$ cat config.mk
export PLATFORM = sky130hd
export DESIGN_NAME = muldiv_unit
export DESIGN_NICKNAME = d
export VERILOG_FILES = /design/src/rtl/muldiv_unit.sv
export SDC_FILE = /design/constraint.sdc
export NUM_CORES = 1
export LEC_CHECK = 0
export CORE_ASPECT_RATIO = 2
export CORE_UTILIZATION = 55
export CTS_CLUSTER_SIZE = 8
export DETAILED_ROUTE_END_ITERATION = 10
export GPL_TIMING_DRIVEN = 0
export PLACE_DENSITY = 0.78
export SETUP_SLACK_MARGIN = 0.3
export SLEW_MARGIN = 20
export SYNTH_ARGS = -nofsm -noshare
export SYNTH_HDL_FRONTEND = slang
export SYNTH_SLANG_ARGS = --single-unit
$ cat constraint.sdc
create_clock -name clk -period 4.4 [get_ports clk]
set_clock_uncertainty 0.2 [all_clocks]
set_input_delay 0.66 -clock clk [delete_from_list [all_inputs] [get_ports clk]]
set_output_delay 0.66 -clock clk [all_outputs]
set_load 0.02 [all_outputs]
$ cat src/rtl/muldiv_unit.sv
// rtl/muldiv_unit.sv - iterative unsigned multiply/divide, one bit per cycle
// Define MULDIV_FLUSH_EN to add the flush input that aborts an operation in flight.
module muldiv_unit #(
  parameter int WIDTH = 64
) (
  input  logic             clk,
  input  logic             rst_n,
  input  logic             start,
`ifdef MULDIV_FLUSH_EN
  input  logic             flush,
`endif
  input  logic [1:0]       op,
  input  logic [WIDTH-1:0] a,
  input  logic [WIDTH-1:0] b,
  output logic             busy,
  output logic             done,
  output logic [WIDTH-1:0] result
);
  localparam int CW = $clog2(WIDTH);

  typedef enum logic [1:0] {IDLE, CALC, FIN} state_t;

  state_t           state, state_next;
  logic [1:0]       op_q;
  logic [WIDTH-1:0] opnd_q, hi_q, lo_q;
  logic [CW-1:0]    cnt_q;
  logic             fin_q;
  logic             kill, accept, div_zero;
  logic [WIDTH:0]   mul_sum, rem_sh;
  logic [WIDTH-1:0] rem_diff, hi_step, lo_step;
  logic             rem_ge;

`ifdef MULDIV_FLUSH_EN
  assign kill = flush;
`else
  assign kill = 1'b0;
`endif

  assign accept   = (state == IDLE) && start && !kill;
  assign div_zero = op[1] && (b == '0);
  assign busy     = (state != IDLE);
  // FIN spans two cycles: the first writes result, the second presents done.
  assign done     = (state == FIN) && fin_q;

  // Multiply: hi accumulates, lo holds the shifting multiplier and low product.
  // Divide: hi is the partial remainder, lo shifts dividend out and quotient in.
  always_comb begin
    mul_sum  = {1'b0, hi_q} + (lo_q[0] ? {1'b0, opnd_q} : '0);
    rem_sh   = {hi_q, lo_q[WIDTH-1]};
    rem_ge   = (rem_sh >= {1'b0, opnd_q});
    rem_diff = rem_sh[WIDTH-1:0] - opnd_q;
    if (op_q[1]) begin
      hi_step = rem_ge ? rem_diff : rem_sh[WIDTH-1:0];
      lo_step = {lo_q[WIDTH-2:0], rem_ge};
    end else begin
      hi_step = mul_sum[WIDTH:1];
      lo_step = {mul_sum[0], lo_q[WIDTH-1:1]};
    end
  end

  always_comb begin
    state_next = state;
    case (state)
      IDLE:    if (accept) state_next = div_zero ? FIN : CALC;
      CALC:    if (cnt_q == '0) state_next = FIN;
      FIN:     if (fin_q) state_next = IDLE;
      default: state_next = IDLE;
    endcase
    if (kill && (state != IDLE)) state_next = IDLE;
  end

  always_ff @(posedge clk or negedge rst_n) begin
    if (!rst_n) begin
      state  <= IDLE;
      op_q   <= '0;
      opnd_q <= '0;
      hi_q   <= '0;
      lo_q   <= '0;
      cnt_q  <= '0;
      fin_q  <= 1'b0;
      result <= '0;
    end else begin
      state <= state_next;
      fin_q <= 1'b0;
      case (state)
        IDLE: if (accept) begin
          op_q  <= op;
          cnt_q <= CW'(WIDTH - 1);
          hi_q  <= '0;
          if (op[1]) begin
            opnd_q <= b;
            lo_q   <= a;
          end else begin
            opnd_q <= a;
            lo_q   <= b;
          end
          // Preload the divide-by-zero answers so FIN selects them like normal results.
          if (div_zero) begin
            hi_q <= a;
            lo_q <= '1;
          end
        end
        CALC: if (!kill) begin
          hi_q  <= hi_step;
          lo_q  <= lo_step;
          cnt_q <= cnt_q - CW'(1);
        end
        FIN: if (!kill && !fin_q) begin
          fin_q  <= 1'b1;
          result <= op_q[0] ? hi_q : lo_q;
        end
        default: ;
      endcase
    end
  end
endmodule

==> flow_summary.yaml, run 1 <==
hold_path:
  min_from: "result[32]$_DFFE_PN0P_"
  hp-class: "flop to flop"
  whs_path_depth: 2
  hold_path_end: "result[32]$_DFFE_PN0P_"
critical_path:
  rr_worst_depth: 15
  worstSetupPathType: "flop to flop"
  slowest_stage: "dfrtp_2"
  arrival_ps: 4460
  cp_num_buf_inv: 3
  crit_fanout: 10
  r2r_slack_ps: 110
  critPathCaptureType: "flop"
  startpoint_type: "flop"
  slowest_delay_ps: 460
  crit_path_cell_trace: "clkbuf_16 > buf_4 > and2_1 > ha_1 > a21oi_1 > o21ai_2 > a221o_1 > a211oi_4 > a211oi_2 > nor3_2 > o21ai_2 > a311oi_4 > buf_4 > xor2_1 > a211oi_1"
  worstPathRequired_ps: 4570
  reg2reg_from: "lo_q[0]$_DFFE_PN0P_"
  r2r-end: "hi_q[52]$_DFFE_PN0P_"
  crit_family: "compound AO/OA/AOI/OAI gates"
placed_design:
  dp_worst_setup_slack_ps: -1250
  port_buffers: 197
  gp_congestion: 1.06
  hpwl_um: 82500
clock_network:
  root_buffer: "clkbuf_16"
  cts_tree: "built"
  path_clk_slew_ps: 50
  clock_latency_ps: 550
  cts.sinks: 267
  cts_htree_levels: 2
  clk_path_buf_depth: 3
  numCtsBuffers: 39
synthesis:
  synth_nets: 3107
  synth-compound-area-share_pct: 23.7
  yosysSeqAreaShare_pct: 29.4
  syn_inst: 2842
  synth-xor-area-share_pct: 4.43
  synth_top_family_by_area: "compound AO/OA/AOI/OAI gates"
  synthAdderAreaFrac_pct: 7.34
  synth.largest_area_cell: "dfrtp_1"
  syn_avg_cell_area_um2: 7.99
  synth_area_leaders: "dfrtp_1, mux2i_1, a21oi_1"
  synthSimpleGateAreaFrac_pct: 17.5
  synth_edf_count: 0
  ys.warnings.count: 0
  ys.flop_type: "dfrtp_1"
  async_reset_ff_share_pct: 100
  synth_top_area_share_pct: 29.4
  synth.distinct_cells: 75
  syn_area_um2: 22700
  synthMuxAreaShare_pct: 12.4
  ys_ff_latch: 267
drt:
  wirelength_um: 111000
  vias_per_cell: 7.04
  detail_route.wl_per_cell_um: 30.1
  vias: 25900
  postRouteAntennaNets: 0
  drc_errors: 0
  firstDrtPassIters: 6
  drtIter0Drc: 2613
timing:
  hold_ws_ps: 325
  setup_ws_ps: 109
  fmax_ghz: 0.233
  rsz0062_at_grt: "true"
  slew_headroom_pct: 13.1
  slew_viol_final: 0
  final-hold-violation-count: 0
  setup_tns_ps: 0
  post-route-period-util_pct: 97.5
  tightest_slew_ps: 1290
  fin_crit_ps: 4290
  setup_viol: 0
grt:
  antenna_found_initial: 6
  grt_pass1_wl_um: 159000
  grt_max_degree: 84
  grt_usage_pct: 51.3
  overflow: 0
  first_global_vias: 26000
die:
  die_area_um2: 42200
  row_count: 105
  die_w_um: 146
  die_y_um: 289
  num_io_pins: 199
  coreArea_um2: 40900
  initial_utilization_pct: 55.6
layout:
  fill_cells: 3326
  multi_input_area_um2: 15800
  drive_above_1_share_pct: 12.3
  area_growth_pct: 24.5
  layout_commonest_cell: "a21oi_1"
  regArea_um2: 6690
  layout_common_cells: "a21oi_1, nand2_1, dfrtp_1"
  fin_nets: 3410
  final_util_pct: 69.2
job:
  cap_violations: 0
run_status:
  outcome: "complete, no violations"
tightest hold or removal path, delay by kind of cell (launching register included):
| kind | cells | cell delay [ps] |
|---|---|---|
| compound gates | 1 | 100 |
| flops | 1 | 340 |
| simple gates | 1 | 50 |
routing by layer:
layer | track usage (%) | wire [µm] | up-vias
met5 | 0 | 62 | -
met4 | 62.7 | 15300 | 6
met3 | 13.3 | 9830 | 902
met2 | 84.9 | 51800 | 1988
met1 | 47.5 | 33900 | 12200
li1 | - | - | 10900
stage by stage:
stage          std cells  cell area [µm²]
4_1_cts             3647            27300
3_5_place_dp        3579            25500
6_report            3684            28300
3_3_place_gp        3574            25400
5_1_grt             3682            28300
2_1_floorplan       2842            22700
how the worst max path moves through the flow:
stage / from / endpoint / slack [ps] / cells past startpoint
3_5_place_dp: lo_q[0]$_DFFE_PN0P_ / hi_q[63]$_DFFE_PN0P_ / -1250 / 15
3_3_place_gp: rst_n / result[57]$_DFFE_PN0P_ / -9350 / 1
2_1_floorplan: lo_q[0]$_DFFE_PN0P_ / hi_q[61]$_DFFE_PN0P_ / 510 / 15
4_1_cts: lo_q[0]$_DFFE_PN0P_ / hi_q[56]$_DFFE_PN0P_ / 220 / 15
5_1_grt: lo_q[0]$_DFFE_PN0P_ / hi_q[60]$_DFFE_PN0P_ / -4 / 17
6_report: lo_q[0]$_DFFE_PN0P_ / hi_q[52]$_DFFE_PN0P_ / 110 / 15
timing repair:
action	CTS	global route
pin swaps	32	56
endpoints found under the hold margin	49	0
setup buffers	25	30
setup endpoints to repair	115	71
cloned	0	4
gates resized for setup	129	175
hold buffers	1	0
registers in the layout, indices dropped and copies added (netlist names):
name,cells
cnt_q,6
lo_q,64
result,64
fin_q,1
state,2
hi_q,64
op_q,2
opnd_q,64
cells in the mapped netlist (all sizes together), types with 28 or more instances:
cell and instances:
a21oi 348, nand2 275, dfrtp 267, o21ai 248, nor2 244, mux2i 202
clkbuf 157, ha 130, nand3 100, inv 98, and2 70, mux2 70
xnor2 67, a21o 64, xor2 48, nand4 43, a31oi 39, buf 38
nor3 28
layout make-up:
type                       count  share of cell area, %
clock buffer                  41                   3.63
sequential                   267                   23.7
inverter                      99                   1.31
antenna                        3                 0.0266
multi-input combinational   2281                   56.0
timing repair buffer         262                   9.45
buffer                       195                   3.48
tap                          535                   2.37
clock inverter                 1                 0.0266
logic make-up after synthesis:
group,after synthesis
fa+ha+maj,132
buf+inv,294
xor+xnor,115
flops,267
mux,272
simple gates,863
compound gates,899
Power of run 1 is not shown: default switching activity piles up to over one toggle a cycle in this logic, so the estimate is an artifact.
==> run 2: changes to the inputs <==
- CORE_UTILIZATION: 55 -> 35
- CTS_BUF_LIST: not set -> sky130_fd_sc_hd__clkbuf_4 sky130_fd_sc_hd__clkbuf_8 sky130_fd_sc_hd__clkbuf_16
- PLACE_DENSITY: 0.78 -> 0.54
==> flow_summary.yaml, run 2 (same netlist as run 1, synthesis figures left out) <==
run_status:
  outcome: "complete, no violations"
timing:
  hold_ws_ps: 313
  fmax_ghz: 0.237
  slew_viol_final: 0
  setup_viol: 0
  rsz0062_at_grt: "true"
  slew_headroom_pct: 13.8
  tightest_slew_ps: 1290
  post-route-period-util_pct: 95.8
  fin_crit_ps: 4220
  final-hold-violation-count: 0
die:
  die_y_um: 362
  die_w_um: 182
  num_io_pins: 199
  initial_utilization_pct: 35.5
  coreArea_um2: 63900
  row_count: 131
  die_area_um2: 66000
placed_design:
  gp_congestion: 1.01
  port_buffers: 197
  hpwl_um: 90600
hold_path:
  whs_path_depth: 1
  min_from: "cnt_q[0]$_DFFE_PN0P_"
  hp-class: "flop to flop"
  hold_path_end: "cnt_q[0]$_DFFE_PN0P_"
layout:
  layout_commonest_cell: "a21oi_1"
  drive_above_1_share_pct: 12.8
  final_util_pct: 44.8
  fill_cells: 6421
  area_growth_pct: 26.1
  layout_common_cells: "a21oi_1, nand2_1, dfrtp_1"
  fin_nets: 3414
clock_network:
  root_buffer: "clkbuf_16"
  clk_path_buf_depth: 3
  cts.sinks: 267
  cts_tree: "built"
  clock_latency_ps: 570
  path_clk_slew_ps: 50
  cts_htree_levels: 2
  numCtsBuffers: 39
job:
  cap_violations: 0
critical_path:
  startpoint_type: "flop"
  rr_worst_depth: 17
  r2r-end: "hi_q[56]$_DFFE_PN0P_"
  critPathCaptureType: "flop"
  slowest_stage: "or4_4"
  reg2reg_from: "lo_q[0]$_DFFE_PN0P_"
  worstSetupPathType: "flop to flop"
  arrival_ps: 4430
  r2r_slack_ps: 180
  crit_fanout: 8
  worstPathRequired_ps: 4620
  slowest_delay_ps: 600
  crit_path_cell_trace: "buf_12 > buf_12 > and2_4 > ha_4 > nand3_4 > or4_4 > nor4_4 > a211oi_4 > a211oi_2 > nor3_2 > buf_4 > o21ai_4 > a311oi_2 > buf_4 > o21ai_4 > xnor2_2 > a21oi_1"
grt:
  first_global_vias: 24800
  grt_pass1_wl_um: 166000
  overflow: 0
  antenna_found_initial: 5
  grt_max_degree: 72
  grt_usage_pct: 34.6
drt:
  drtIter0Drc: 1843
  drc_errors: 0
  postRouteAntennaNets: 0
  detail_route.wl_per_cell_um: 29.4
  firstDrtPassIters: 9
  wirelength_um: 116000
  vias: 24200
  vias_per_cell: 6.12
run 2: changes by cell type in the layout (fill, tap and decap cells not counted), sizes merged:
cell | previous run | this run
buf | 102 | 114
clkbuf | 198 | 193
clkdlybuf4s50 | 195 | 196
clkinvlp | 1 | 0
dlymetal6s2s | 1 | 0
run 2: worst max-delay path: cells and delay by family, from the launching register on:
family          cells  cell delay [ps]
buf+inv             4              620
fa+ha+maj           1              300
simple gates        5             1310
flops               1              450
xor+xnor            1              130
compound gates      6             1050
run 2: metal layers:
layer	wire length [µm]	global-route usage [%]
met1	39400	34.1
met2	58600	62.9
met3	5570	4.38
met4	12700	31.2
met5	0	0
run 2: worst max path at each step:
stage | slack (ps) | start | endpoint | cells after the start
global placement | -10250 | rst_n | result[25]$_DFFE_PN0P_ | 1
detailed placement | -1460 | lo_q[0]$_DFFE_PN0P_ | hi_q[63]$_DFFE_PN0P_ | 15
global route | 130 | lo_q[0]$_DFFE_PN0P_ | hi_q[56]$_DFFE_PN0P_ | 17
floorplan | 510 | lo_q[0]$_DFFE_PN0P_ | hi_q[61]$_DFFE_PN0P_ | 15
CTS | 220 | lo_q[0]$_DFFE_PN0P_ | hi_q[63]$_DFFE_PN0P_ | 15
finish | 180 | lo_q[0]$_DFFE_PN0P_ | hi_q[56]$_DFFE_PN0P_ | 17
run 2: area by class of cell:
type	instances	area, µm²	area share (%)
multi-input combinational	2281	15900	55.4
sequential	267	6690	23.4
timing repair buffer	266	2660	9.27
clock buffer	44	1060	3.70
buffer	195	1000	3.49
tap	798	998	3.49
inverter	99	372	1.30
antenna	3	7.51	0.0262
run 2: what timing repair did:
item                       in CTS  in global routing
pin swaps                      25                 56
gates resized for setup       131                179
setup buffers                  32                 27
cloned                          1                  0
setup endpoints to repair      65                 72
hold endpoints to repair       69                  0
hold buffers                    1                  0
run 2: stage by stage:
step	setup TNS (ps)	cell area, µm²	setup slack (ps)	instances
3_3_place_gp	-2895080	25700	-10250	3837
3_5_place_dp	-54160	25900	-1460	3845
2_1_floorplan	0	22700	510	2842
6_report	0	28600	184	3953
5_1_grt	0	28600	133	3950
4_1_cts	0	27800	224	3923
Power of run 2 is left out for the same reason.
